[src/rtl/div_arbiter_pkg.sv]
// Shared definitions for the round-robin divider arbiter: FSM states,
// divide step count and the RPM readback numerator.
package div_arbiter_pkg;

   typedef enum logic [1:0] {
      DIV_IDLE = 2'd0,
      DIV_CALC = 2'd1,
      DIV_DONE = 2'd2
   } div_state_t;

   localparam int unsigned DIV_STEPS     = 32;
   localparam logic [31:0] RPM_NUMERATOR = 32'd64_000_000;

endpackage

[src/rtl/div_arbiter_if.sv]
// Request/result bundle between the requesters and the shared divider.
interface div_arbiter_if #(
   parameter int unsigned NREQ  = 4,
   parameter int unsigned NUM_W = 32,
   parameter int unsigned DEN_W = 16
);
   logic [NREQ-1:0]       req;
   logic [NREQ*NUM_W-1:0] num;
   logic [NREQ*DEN_W-1:0] den;
   logic [NREQ-1:0]       ack;
   logic [NREQ-1:0]       done;
   logic [NUM_W-1:0]      quot;
   logic [DEN_W-1:0]      rem;
   logic                  div0;
   logic                  busy;

   modport master (
      output req, num, den,
      input  ack, done, quot, rem, div0, busy
   );

   modport slave (
      input  req, num, den,
      output ack, done, quot, rem, div0, busy
   );
endinterface

[src/rtl/div_arbiter_seq_divider.sv]
// Iterative restoring divider: load captures operands, each step retires
// one quotient bit; last flags the final step.
module seq_divider #(
   parameter int unsigned NUM_W = 32,
   parameter int unsigned DEN_W = 16
) (
   input  logic             clk,
   input  logic             reset,
   input  logic             load,
   input  logic             step,
   input  logic [NUM_W-1:0] num,
   input  logic [DEN_W-1:0] den,
   output logic [NUM_W-1:0] quot,
   output logic [DEN_W-1:0] rem,
   output logic             div0,
   output logic             last
);
   localparam int unsigned CNT_W = $clog2(NUM_W);

   logic [NUM_W-1:0] nq;
   logic [DEN_W-1:0] pr;
   logic [DEN_W-1:0] dv;
   logic [CNT_W-1:0] cnt;
   logic [DEN_W:0]   pr_sh;
   logic             ge;

   // Numerator bits shift out the top while quotient bits shift in below;
   // a zero divisor always "fits", giving all-ones and the low numerator bits.
   always_comb begin
      pr_sh = {pr, nq[NUM_W-1]};
      ge    = (pr_sh >= {1'b0, dv});
   end

   always_ff @(posedge clk or posedge reset) begin
      if (reset) begin
         nq  <= '0;
         pr  <= '0;
         dv  <= '0;
         cnt <= '0;
      end else if (load) begin
         nq  <= num;
         pr  <= '0;
         dv  <= den;
         cnt <= '0;
      end else if (step) begin
         nq  <= {nq[NUM_W-2:0], ge};
         pr  <= ge ? DEN_W'(pr_sh - {1'b0, dv}) : pr_sh[DEN_W-1:0];
         cnt <= cnt + CNT_W'(1);
      end
   end

   assign quot = nq;
   assign rem  = pr;
   assign div0 = (dv == '0);
   assign last = (cnt == CNT_W'(NUM_W - 1));

endmodule

[src/rtl/div_arbiter.sv]
// Shares one iterative 32/16 divider among NREQ requesters, granted
// round-robin; 33 cycles from ack to done.
module div_arbiter
   import div_arbiter_pkg::*;
#(
   parameter int unsigned NREQ  = 4,
   parameter int unsigned NUM_W = DIV_STEPS,
   parameter int unsigned DEN_W = 16
) (
   input logic         clk,
   input logic         reset,
   div_arbiter_if.slave bus
);
   localparam int unsigned PTR_W = $clog2(NREQ);

   div_state_t       state, state_next;
   logic [PTR_W-1:0] rr_ptr, gnt;
   logic             gnt_valid;
   logic [NREQ-1:0]  ack_next, done_next;
   logic             load, step, last;
   logic [NUM_W-1:0] sel_num, dq;
   logic [DEN_W-1:0] sel_den, dr;
   logic             dz;

   // Search starts just past the last grant and wraps, so the nearest
   // requester in rotation order wins.
   always_comb begin
      int unsigned idx;
      gnt       = '0;
      gnt_valid = 1'b0;
      for (int unsigned off = 1; off <= NREQ; off++) begin
         idx = (32'(rr_ptr) + off) % NREQ;
         if (!gnt_valid && bus.req[PTR_W'(idx)]) begin
            gnt       = PTR_W'(idx);
            gnt_valid = 1'b1;
         end
      end
      sel_num = bus.num[gnt*NUM_W +: NUM_W];
      sel_den = bus.den[gnt*DEN_W +: DEN_W];
   end

   always_comb begin
      state_next = state;
      ack_next   = '0;
      done_next  = '0;
      load       = 1'b0;
      step       = 1'b0;
      case (state)
         DIV_IDLE: begin
            if (gnt_valid) begin
               load          = 1'b1;
               ack_next[gnt] = 1'b1;
               state_next    = DIV_CALC;
            end
         end
         DIV_CALC: begin
            step = 1'b1;
            if (last) state_next = DIV_DONE;
         end
         DIV_DONE: begin
            done_next[rr_ptr] = 1'b1;
            state_next        = DIV_IDLE;
         end
         default: state_next = DIV_IDLE;
      endcase
   end

   always_ff @(posedge clk or posedge reset) begin
      if (reset) begin
         state    <= DIV_IDLE;
         rr_ptr   <= PTR_W'(NREQ - 1);
         bus.ack  <= '0;
         bus.done <= '0;
         bus.quot <= '0;
         bus.rem  <= '0;
         bus.div0 <= 1'b0;
      end else begin
         state    <= state_next;
         bus.ack  <= ack_next;
         bus.done <= done_next;
         if (load) rr_ptr <= gnt;
         if (state == DIV_DONE) begin
            bus.quot <= dq;
            bus.rem  <= dr;
            bus.div0 <= dz;
         end
      end
   end

   assign bus.busy = (state != DIV_IDLE);

   seq_divider #(
      .NUM_W(NUM_W),
      .DEN_W(DEN_W)
   ) u_div (
      .clk  (clk),
      .reset(reset),
      .load (load),
      .step (step),
      .num  (sel_num),
      .den  (sel_den),
      .quot (dq),
      .rem  (dr),
      .div0 (dz),
      .last (last)
   );

endmodule

[src/flat_wrapper.sv]
// flat-port wrapper written by rule: the top's interface ports become plain ports
module div_arbiter_flat import div_arbiter_pkg::*;
#(
   parameter int unsigned NREQ  = 4,
   parameter int unsigned NUM_W = DIV_STEPS,
   parameter int unsigned DEN_W = 16
)
  (clk, reset, bus_req, bus_num, bus_den, bus_ack, bus_done, bus_quot, bus_rem, bus_div0, bus_busy);
  div_arbiter_if #(.NREQ(NREQ), .NUM_W(NUM_W), .DEN_W(DEN_W)) bus_i ();
  input logic clk;
  input logic reset;
  input wire logic [$bits(bus_i.req)-1:0] bus_req;
  input wire logic [$bits(bus_i.num)-1:0] bus_num;
  input wire logic [$bits(bus_i.den)-1:0] bus_den;
  output wire logic [$bits(bus_i.ack)-1:0] bus_ack;
  output wire logic [$bits(bus_i.done)-1:0] bus_done;
  output wire logic [$bits(bus_i.quot)-1:0] bus_quot;
  output wire logic [$bits(bus_i.rem)-1:0] bus_rem;
  output wire logic [$bits(bus_i.div0)-1:0] bus_div0;
  output wire logic [$bits(bus_i.busy)-1:0] bus_busy;
  assign bus_i.req = bus_req;
  assign bus_i.num = bus_num;
  assign bus_i.den = bus_den;
  assign bus_ack = bus_i.ack;
  assign bus_done = bus_i.done;
  assign bus_quot = bus_i.quot;
  assign bus_rem = bus_i.rem;
  assign bus_div0 = bus_i.div0;
  assign bus_busy = bus_i.busy;
  div_arbiter #(.NREQ(NREQ), .NUM_W(NUM_W), .DEN_W(DEN_W)) u_core (.clk(clk), .reset(reset), .bus(bus_i));
endmodule
[config.mk]
export PLATFORM = sky130hd
export DESIGN_NAME = div_arbiter_flat
export DESIGN_NICKNAME = d
export VERILOG_FILES = /design/src/rtl/div_arbiter_pkg.sv /design/src/rtl/div_arbiter_if.sv /design/src/rtl/div_arbiter_seq_divider.sv /design/src/rtl/div_arbiter.sv /design/src/flat_wrapper.sv
export SDC_FILE = /design/constraint.sdc
export NUM_CORES = 1
export LEC_CHECK = 0
export ABC_AREA = 1
export CAP_MARGIN = 10
export CELL_PAD_IN_SITES_DETAIL_PLACEMENT = 0
export CELL_PAD_IN_SITES_GLOBAL_PLACEMENT = 1
export CORE_ASPECT_RATIO = 1.1
export CORE_MARGIN = 3
export CORE_UTILIZATION = 30
export CTS_CLUSTER_DIAMETER = 60
export DETAILED_ROUTE_END_ITERATION = 12
export GPL_ROUTABILITY_DRIVEN = 0
export PLACE_DENSITY = 0.78
export SLEW_MARGIN = 20
export SYNTH_ARGS = -nofsm -noshare
export SYNTH_HDL_FRONTEND = slang
export SYNTH_SLANG_ARGS = --single-unit
export TNS_END_PERCENT = 1
[constraint.sdc]
create_clock -name clk -period 3.8 [get_ports clk]
set_input_delay 0.57 -clock clk [delete_from_list [all_inputs] [get_ports clk]]
set_output_delay 0.57 -clock clk [all_outputs]
set_load 0.005 [all_outputs]
==> results of run 1 <==
-- registers in the layout, summed over array words and instances, names as in the netlist --
signal,count
u_core.u_div.quot,32
u_core.state,2
u_core.bus.done,4
u_core.bus.quot,32
u_core.u_div.rem,16
u_core.bus.div0,1
u_core.u_div.dv,16
u_core.rr_ptr,2
u_core.u_div.cnt,5
u_core.bus.ack,4
u_core.bus.rem,16
-- layer usage --
metal | up-vias | share of wire, % | GRT usage (%)
met3 | 41 | 5.7 | 4.798
met4 | 4 | 2.2 | 6.024
met1 | 3829 | 43 | 24.25
li1 | 4165 | - | -
met5 | - | 0.12 | 0
met2 | 175 | 49 | 32.79
-- cell usage in the layout, fill, tap and decap left out, types with 5 or more instances in the layout --
| cell type | synthesis | final |
|---|---|---|
| buf_4 | 5 | 9 |
| xor2_1 | 5 | 5 |
| o21ai_1 | 35 | 35 |
| ha_1 | 22 | 22 |
| nand2_1 | 425 | 424 |
| clkbuf_16 | 0 | 17 |
| xnor2_1 | 5 | 5 |
| nor3_1 | 6 | 6 |
| inv_1 | 92 | 90 |
| clkdlybuf4s50_1 | 0 | 255 |
| o21ai_0 | 69 | 69 |
| clkinv_2 | 0 | 5 |
| dfrtp_1 | 128 | 128 |
| a22oi_1 | 15 | 15 |
| nor4_1 | 5 | 5 |
| nor2_1 | 20 | 19 |
| a21oi_1 | 57 | 57 |
| inv_2 | 5 | 5 |
| nand3_1 | 162 | 162 |
-- through the flow --
stage | hold WS, ps | instance area, sq um | worst slack (ps) | utilization, %
detailed placement | 464.3 | 10790 | 748.7 | 41.94
global placement | 463.0 | 10790 | 819.6 | 41.94
CTS | 482.4 | 11400 | 757.2 | 44.32
global route | 494.6 | 11400 | 528.5 | 44.33
floorplan | 459.2 | 7981 | 1503 | -
finish | 478.1 | 11400 | 787.1 | 44.33
-- worst paths after layout --
check                                                startpoint                           endpoint  slack (ps)  depth (start not counted)
worst max register to register     u_core.rr_ptr[0]$_DFFE_PP1P_  u_core.u_div.quot[30]$_DFFE_PP0P_         790                         12
worst min register to register  u_core.bus.quot[28]$_DFFE_PP0N_    u_core.bus.quot[28]$_DFFE_PP0N_         480                          2
min in group asynchronous                                 reset     u_core.u_div.dv[5]$_DFFE_PP0P_         640                          3
max in group asynchronous                                 reset    u_core.u_div.dv[12]$_DFFE_PP0P_        2500                          3
worst min-delay path            u_core.bus.quot[28]$_DFFE_PP0N_    u_core.bus.quot[28]$_DFFE_PP0N_         480                          2
worst max-delay path               u_core.rr_ptr[0]$_DFFE_PP1P_  u_core.u_div.quot[30]$_DFFE_PP0P_         790                         12
-- power groups by stage --
stage	Sequential [mW]	Combinational [mW]	Clock (mW)
floorplan	2.17	5.34	0
global placement	2.27	7.00	0
detailed placement	2.28	7.00	0
CTS	2.26	7.04	1.74
global route	2.33	7.97	1.81
finish	2.27	6.96	1.70
-- logic make-up after synthesis --
logic type | Yosys count | synth area share [%]
AOI/OAI and AO/OA | 184 | 12.26
DFF | 130 | 40.81
and+or+nand+nor | 632 | 33.16
adders and majority gates | 23 | 3.701
buffers and inverters | 163 | 8.971
xor gates and xnor gates | 10 | 1.098
-- synthesized netlist by cell type --
cell	count
a21boi_0	2
a21oi_1	57
a22o_1	2
a22oi_1	15
a31oi_1	1
and3_1	1
buf_2	26
buf_4	5
buf_6	7
clkbuf_1	28
dfrtp_1	128
dfstp_2	2
fa_1	1
ha_1	22
inv_1	92
inv_2	5
nand2_1	425
nand2_2	3
nand3_1	162
nand3_2	1
nand3b_1	4
nand4_1	4
nand4_2	1
nor2_1	20
nor3_1	6
nor4_1	5
o21a_1	2
o21ai_0	69
o21ai_1	35
o22ai_1	1
xnor2_1	5
xor2_1	5
-- worst max-delay path, cell delays in order (launching register included) --
cell and delay, ps:
dfstp_2 640, inv_2 120, ha_1 350, inv_1 80
nand3_1 80, nand2_1 80, inv_2 100, nand4_2 170
nand2_2 330, nand2_1 140, inv_2 570, a22oi_1 150
nand2_1 120
-- area by class of cell --
| cell class | instances | area [sq um] |
|---|---|---|
| Inverter | 97 | 369.1 |
| Fill cell | 2685 | 14320 |
| Clock buffer | 19 | 452.9 |
| Timing Repair Buffer | 268 | 2700 |
| Sequential cell | 130 | 3256 |
| Tap cell | 346 | 432.9 |
| Antenna cell | 1 | 2.502 |
| Clock inverter | 13 | 158.9 |
| Multi-Input combinational cell | 849 | 4029 |
==> results.yml, run 1 <==
sta:
  skew_ps: 8.897
  worst_slew_pin_slew_ps: 921.7
  layout_worst_path_cycle_share_pct: 79.29
  rsz0062_at_grt: "false"
  final.setup.tns_ps: 0
  fmaxAchievable_mhz: 331.9
  drv_slew: 0
  hold_viol_final: 0
  relSlewSlack_pct: 38.33
  setup_viol: 0
  min_period_ps: 3013
power:
  finalPower_mw: 10.92
  p_seq_share_pct: 20.7
  ir_worst_vdd_uv: 833.1
  power_density_mw_per_mm2: 958.0
  p_leak_nw: 5.496
  sw_frac_of_total_pct: 50.51
  clock_power_share_pct: 15.6
  p_comb_share_pct: 63.7
  p_sw_mw: 5.517
  internal_power_mw: 5.406
job:
  drv_cap: 0
clock_network:
  root_buffer: "clkbuf_16"
  clock_latency_ps: 420
  cts_tree: "built"
  clock_sinks: 130
  h-tree-depth: 4
  cts_resized: 0
  cts_setup_buffers: 0
  clk_pin_slew_ps: 60
  cts_hold_buf: 0
  clk_path_buf_depth: 2
  cts_buffers: 17
worst_setup_path:
  cp.arrival_ps: 3360
  critical_path_peak_fanout: 35
  cp_data_required_time_ps: 4150
  start_kind: "register"
  path_class: "register to register"
  crit_path_end_kind: "register"
yosys:
  netlist_area_sq_mm: 0.007978
  yosysSeqAreaShare_pct: 40.81
  ys_types: 32
  netlist.top_cell.by_area: "dfrtp_1"
  syn_avg_cell_area_sq_um: 6.986
  yosysWarnings: 0
  syn-num-nets: 1363
  ys_top_cells_by_area: "dfrtp_1 40%, nand2_1 20%, nand3_1 10%, inv_1 4.3%, o21ai_0 4.3%"
  yosysTopAreaCellShare_pct: 40.15
  ys_ff_latch: 130
  syn_inst: 1142
floorplanning:
  die_h_microns: 177.0
  initial_core_util_pct: 31.02
  core_sq_mm: 0.02572
  die_x_microns: 161.5
  row_count: 61
  dieArea_sq_mm: 0.02859
  io_pins: 256
routing:
  remaining_drc_errors: 0
  first_iter_violations: 465
  wl_per_cell_microns: 15.92
  vias: 8214
  wl_microns: 27430
  postRouteAntennaNets: 0
  first_pass_iters: 4
  vias_per_cell: 4.767
grt:
  antenna_found_initial: 3
  grt_pass1_wl_microns: 43900
  grt_max_degree: 131
  grt_use_total_pct: 19.32
  grt_pass1_vias: 8223
  grt-ovfl-total: 0
placed_design:
  io_buffers: 255
  dpl.cell_count: 1690
  hpwl_microns: 19700
cells_and_area:
  instances_no_fill: 1723
  syn2layout_area_growth_pct: 42.91
  final_nets: 1584
  drive_gt1_share_pct: 4.506
status:
  status: "finished, final reports clean"
min_path:
  hp-class: "register to register"
Power figures use the tool's default switching activity.
==> run 2: changes to the inputs <==
--- a/config.mk
+++ b/config.mk
@@ -15,7 +15,7 @@
 export CTS_CLUSTER_DIAMETER = 60
 export DETAILED_ROUTE_END_ITERATION = 12
 export GPL_ROUTABILITY_DRIVEN = 0
-export PLACE_DENSITY = 0.78
+export PLACE_DENSITY = 0.75
 export SLEW_MARGIN = 20
 export SYNTH_ARGS = -nofsm -noshare
 export SYNTH_HDL_FRONTEND = slang
==> constraint.sdc (replaced) <==
create_clock -name clk -period 2.85 [get_ports clk]
set_input_delay 0.4275 -clock clk [delete_from_list [all_inputs] [get_ports clk]]
set_output_delay 0.4275 -clock clk [all_outputs]
set_load 0.005 [all_outputs]
==> run 2 against run 1 <==
Cell count is 0.93% higher. Final area is 1.4% higher. Clock skew is 2.0 ps higher. Combinational power is 36% higher. Largest cell class unchanged. Worst setup slack worse by 540 ps. Clock power is 26% higher. Highest routed layer is now met4. Power is 34% higher. Hold slack worse by 31 ps. Utilization is 0.61 points higher. First-iteration DRC count is 1.1% higher. Register-to-register slack worse by 540 ps.
==> results.yml, run 2 (synthesized netlist as in run 1, its figures left out) <==
grt:
  grt_pass1_wl_microns: 43640
  grt_max_degree: 98
  antenna_found_initial: 0
  grt-ovfl-total: 0
  grt_use_total_pct: 19.13
  grt_pass1_vias: 8027
cells_and_area:
  syn2layout_area_growth_pct: 44.89
  final_common_cell: "nand2_1"
  insertedDiodeCount: 0
  instances_no_fill: 1739
  final_nets: 1601
  final_util_pct: 44.94
  reg_top3: "u_core.bus.quot: 32 flops, u_core.u_div.quot: 32 flops"
  mostFrequentLayoutCells: "424 x nand2_1, 255 x clkdlybuf4s50_1, 162 x nand3_1"
  fillers: 2625
  drive_gt1_share_pct: 5.671
job:
  drv_cap: 0
clock_network:
  cts_buffers: 17
  clk_path_buf_depth: 2
  cts_tree: "built"
  h-tree-depth: 4
  clock_latency_ps: 420
  clk_pin_slew_ps: 70
  root_buffer: "clkbuf_16"
  cts_hold_buf: 0
  clock_sinks: 130
worst_setup_path:
  critical_path_peak_fanout: 97
  cp_cell_sequence: "inv_1 > ha_1 > inv_1 > nand3_1 > nand2_1 > inv_2 > nand2_1 > nand2_1 > nand3_4 > buf_16 > nand3_1 > nand2_1 > o21ai_1 > nand2_1"
  cp_slowest_cell: "dfstp_2"
  crit_family: "simple AND/OR/NAND/NOR gates"
  start_kind: "register"
  max_stage_delay_ps: 570
  crit_path_end_kind: "register"
  path_class: "register to register"
  path_buf_inv: 4
  cpMostUsedCell: "nand2_1"
  cp.arrival_ps: 2900
  cp_data_required_time_ps: 3150
routing:
  first_iter_violations: 470
  remaining_drc_errors: 0
  wl_per_cell_microns: 15.60
  wl_microns: 27130
  postRouteAntennaNets: 0
  first_pass_iters: 5
  vias: 8195
  vias_per_cell: 4.712
floorplanning:
  dieArea_sq_mm: 0.02859
  die_x_microns: 161.5
  die_h_microns: 177.0
  row_count: 61
  initial_core_util_pct: 31.02
  io_pins: 256
  core_sq_mm: 0.02572
placed_design:
  dpl.cell_count: 1707
  pre_cts_ws_ps: 223.4
  io_buffers: 255
  hpwl_microns: 20150
power:
  p_leak_nw: 5.575
  ir_worst_vdd_uv: 1114
  power_density_mw_per_mm2: 1265
  finalPower_mw: 14.62
sta:
  setup_viol: 0
  worst_slew_pin_slew_ps: 646.7
  setup_ws_ps: 250.6
  skew_ps: 10.89
  min_period_ps: 2599
  hold_viol_final: 0
  layout_worst_path_cycle_share_pct: 91.21
  fmaxAchievable_mhz: 384.7
  relSlewSlack_pct: 56.79
  drv_slew: 0
status:
  status: "finished, final reports clean"
min_path:
  hp-class: "input pin to asynchronous set/reset pin"
run 2: cell count changes in the layout (fill, tap and decap cells not counted), moves of 2 or more:
| cell | change |
|---|---|
| buf_12 | +3 |
| buf_4 | +12 |
| bufinv_16 | -2 |
| clkbuf_8 | -2 |
| clkinv_2 | -2 |
| inv_6 | +3 |
| inv_8 | +3 |
run 2: layout make-up:
cell class              count  area, sq um  share of cell area (%)
multi-input cells         849         4038                   34.93
flip-flops and latches    130         3256                   28.17
repair buffers            285         2889                   24.99
well taps                 346        432.9                   3.745
clock buffers              17        425.4                   3.680
inverters                  97        369.1                   3.193
clock inverters            15        148.9                   1.288
run 2: final timing paths:
path                                                          end  cells after the start  slack (ps)                      startpoint
worst max-delay path            u_core.u_div.quot[26]$_DFFE_PP0P_                     14         250    u_core.rr_ptr[1]$_DFFE_PP1P_
worst min-delay path              u_core.u_div.rem[4]$_DFFE_PP0P_                      2         450                           reset
worst max register to register  u_core.u_div.quot[26]$_DFFE_PP0P_                     14         250    u_core.rr_ptr[1]$_DFFE_PP1P_
worst min register to register     u_core.bus.quot[2]$_DFFE_PP0N_                      2         480  u_core.bus.quot[2]$_DFFE_PP0N_
max in group asynchronous            u_core.rr_ptr[1]$_DFFE_PP1P_                      3        1730                           reset
min in group clk                   u_core.bus.quot[2]$_DFFE_PP0N_                      2         480  u_core.bus.quot[2]$_DFFE_PP0N_
run 2: per-stage QoR:
step	hold slack, ps	instance area, sq um	TNS (ps)
3_3_place_gp	462.4	10960	0
4_1_cts	453.6	11540	0
2_1_floorplan	459.2	7981	0
3_5_place_dp	464.6	10960	0
6_report	447.0	11560	0
5_1_grt	481.8	11560	-7.720
run 2: what timing repair did:
item | CTS | global route
hold endpoints to repair | 0 | 0
setup endpoints to repair | 0 | 3
buffers inserted | 0 | 0
resized for setup | 0 | 4
run 2: per-layer routing:
layer | GRT usage, % | part of all wire [%]
met4 | 4.697 | 1.3
met3 | 3.861 | 5.4
met1 | 24.86 | 44
met2 | 32.71 | 49
met5 | 0 | 0
run 2: worst register-to-register path, stage by stage (launching register included):
cell and delay (ps):
dfstp_2 570, inv_1 110, ha_1 350, inv_1 80
nand3_1 90, nand2_1 80, inv_2 110, nand2_1 80
nand2_1 100, nand3_4 110, buf_16 260, nand3_1 210
nand2_1 60, o21ai_1 210, nand2_1 70
run 2: where the power goes:
| group | total (mW) | switching (mW) | leakage (nW) | internal (mW) |
|---|---|---|---|---|
| combinational | 9.48 | 5.96 | 3.73 | 3.52 |
| clock | 2.14 | 0.917 | 0.276 | 1.23 |
| sequential | 2.99 | 0.475 | 1.57 | 2.52 |
| total | 14.6 | 7.35 | 5.57 | 7.27 |
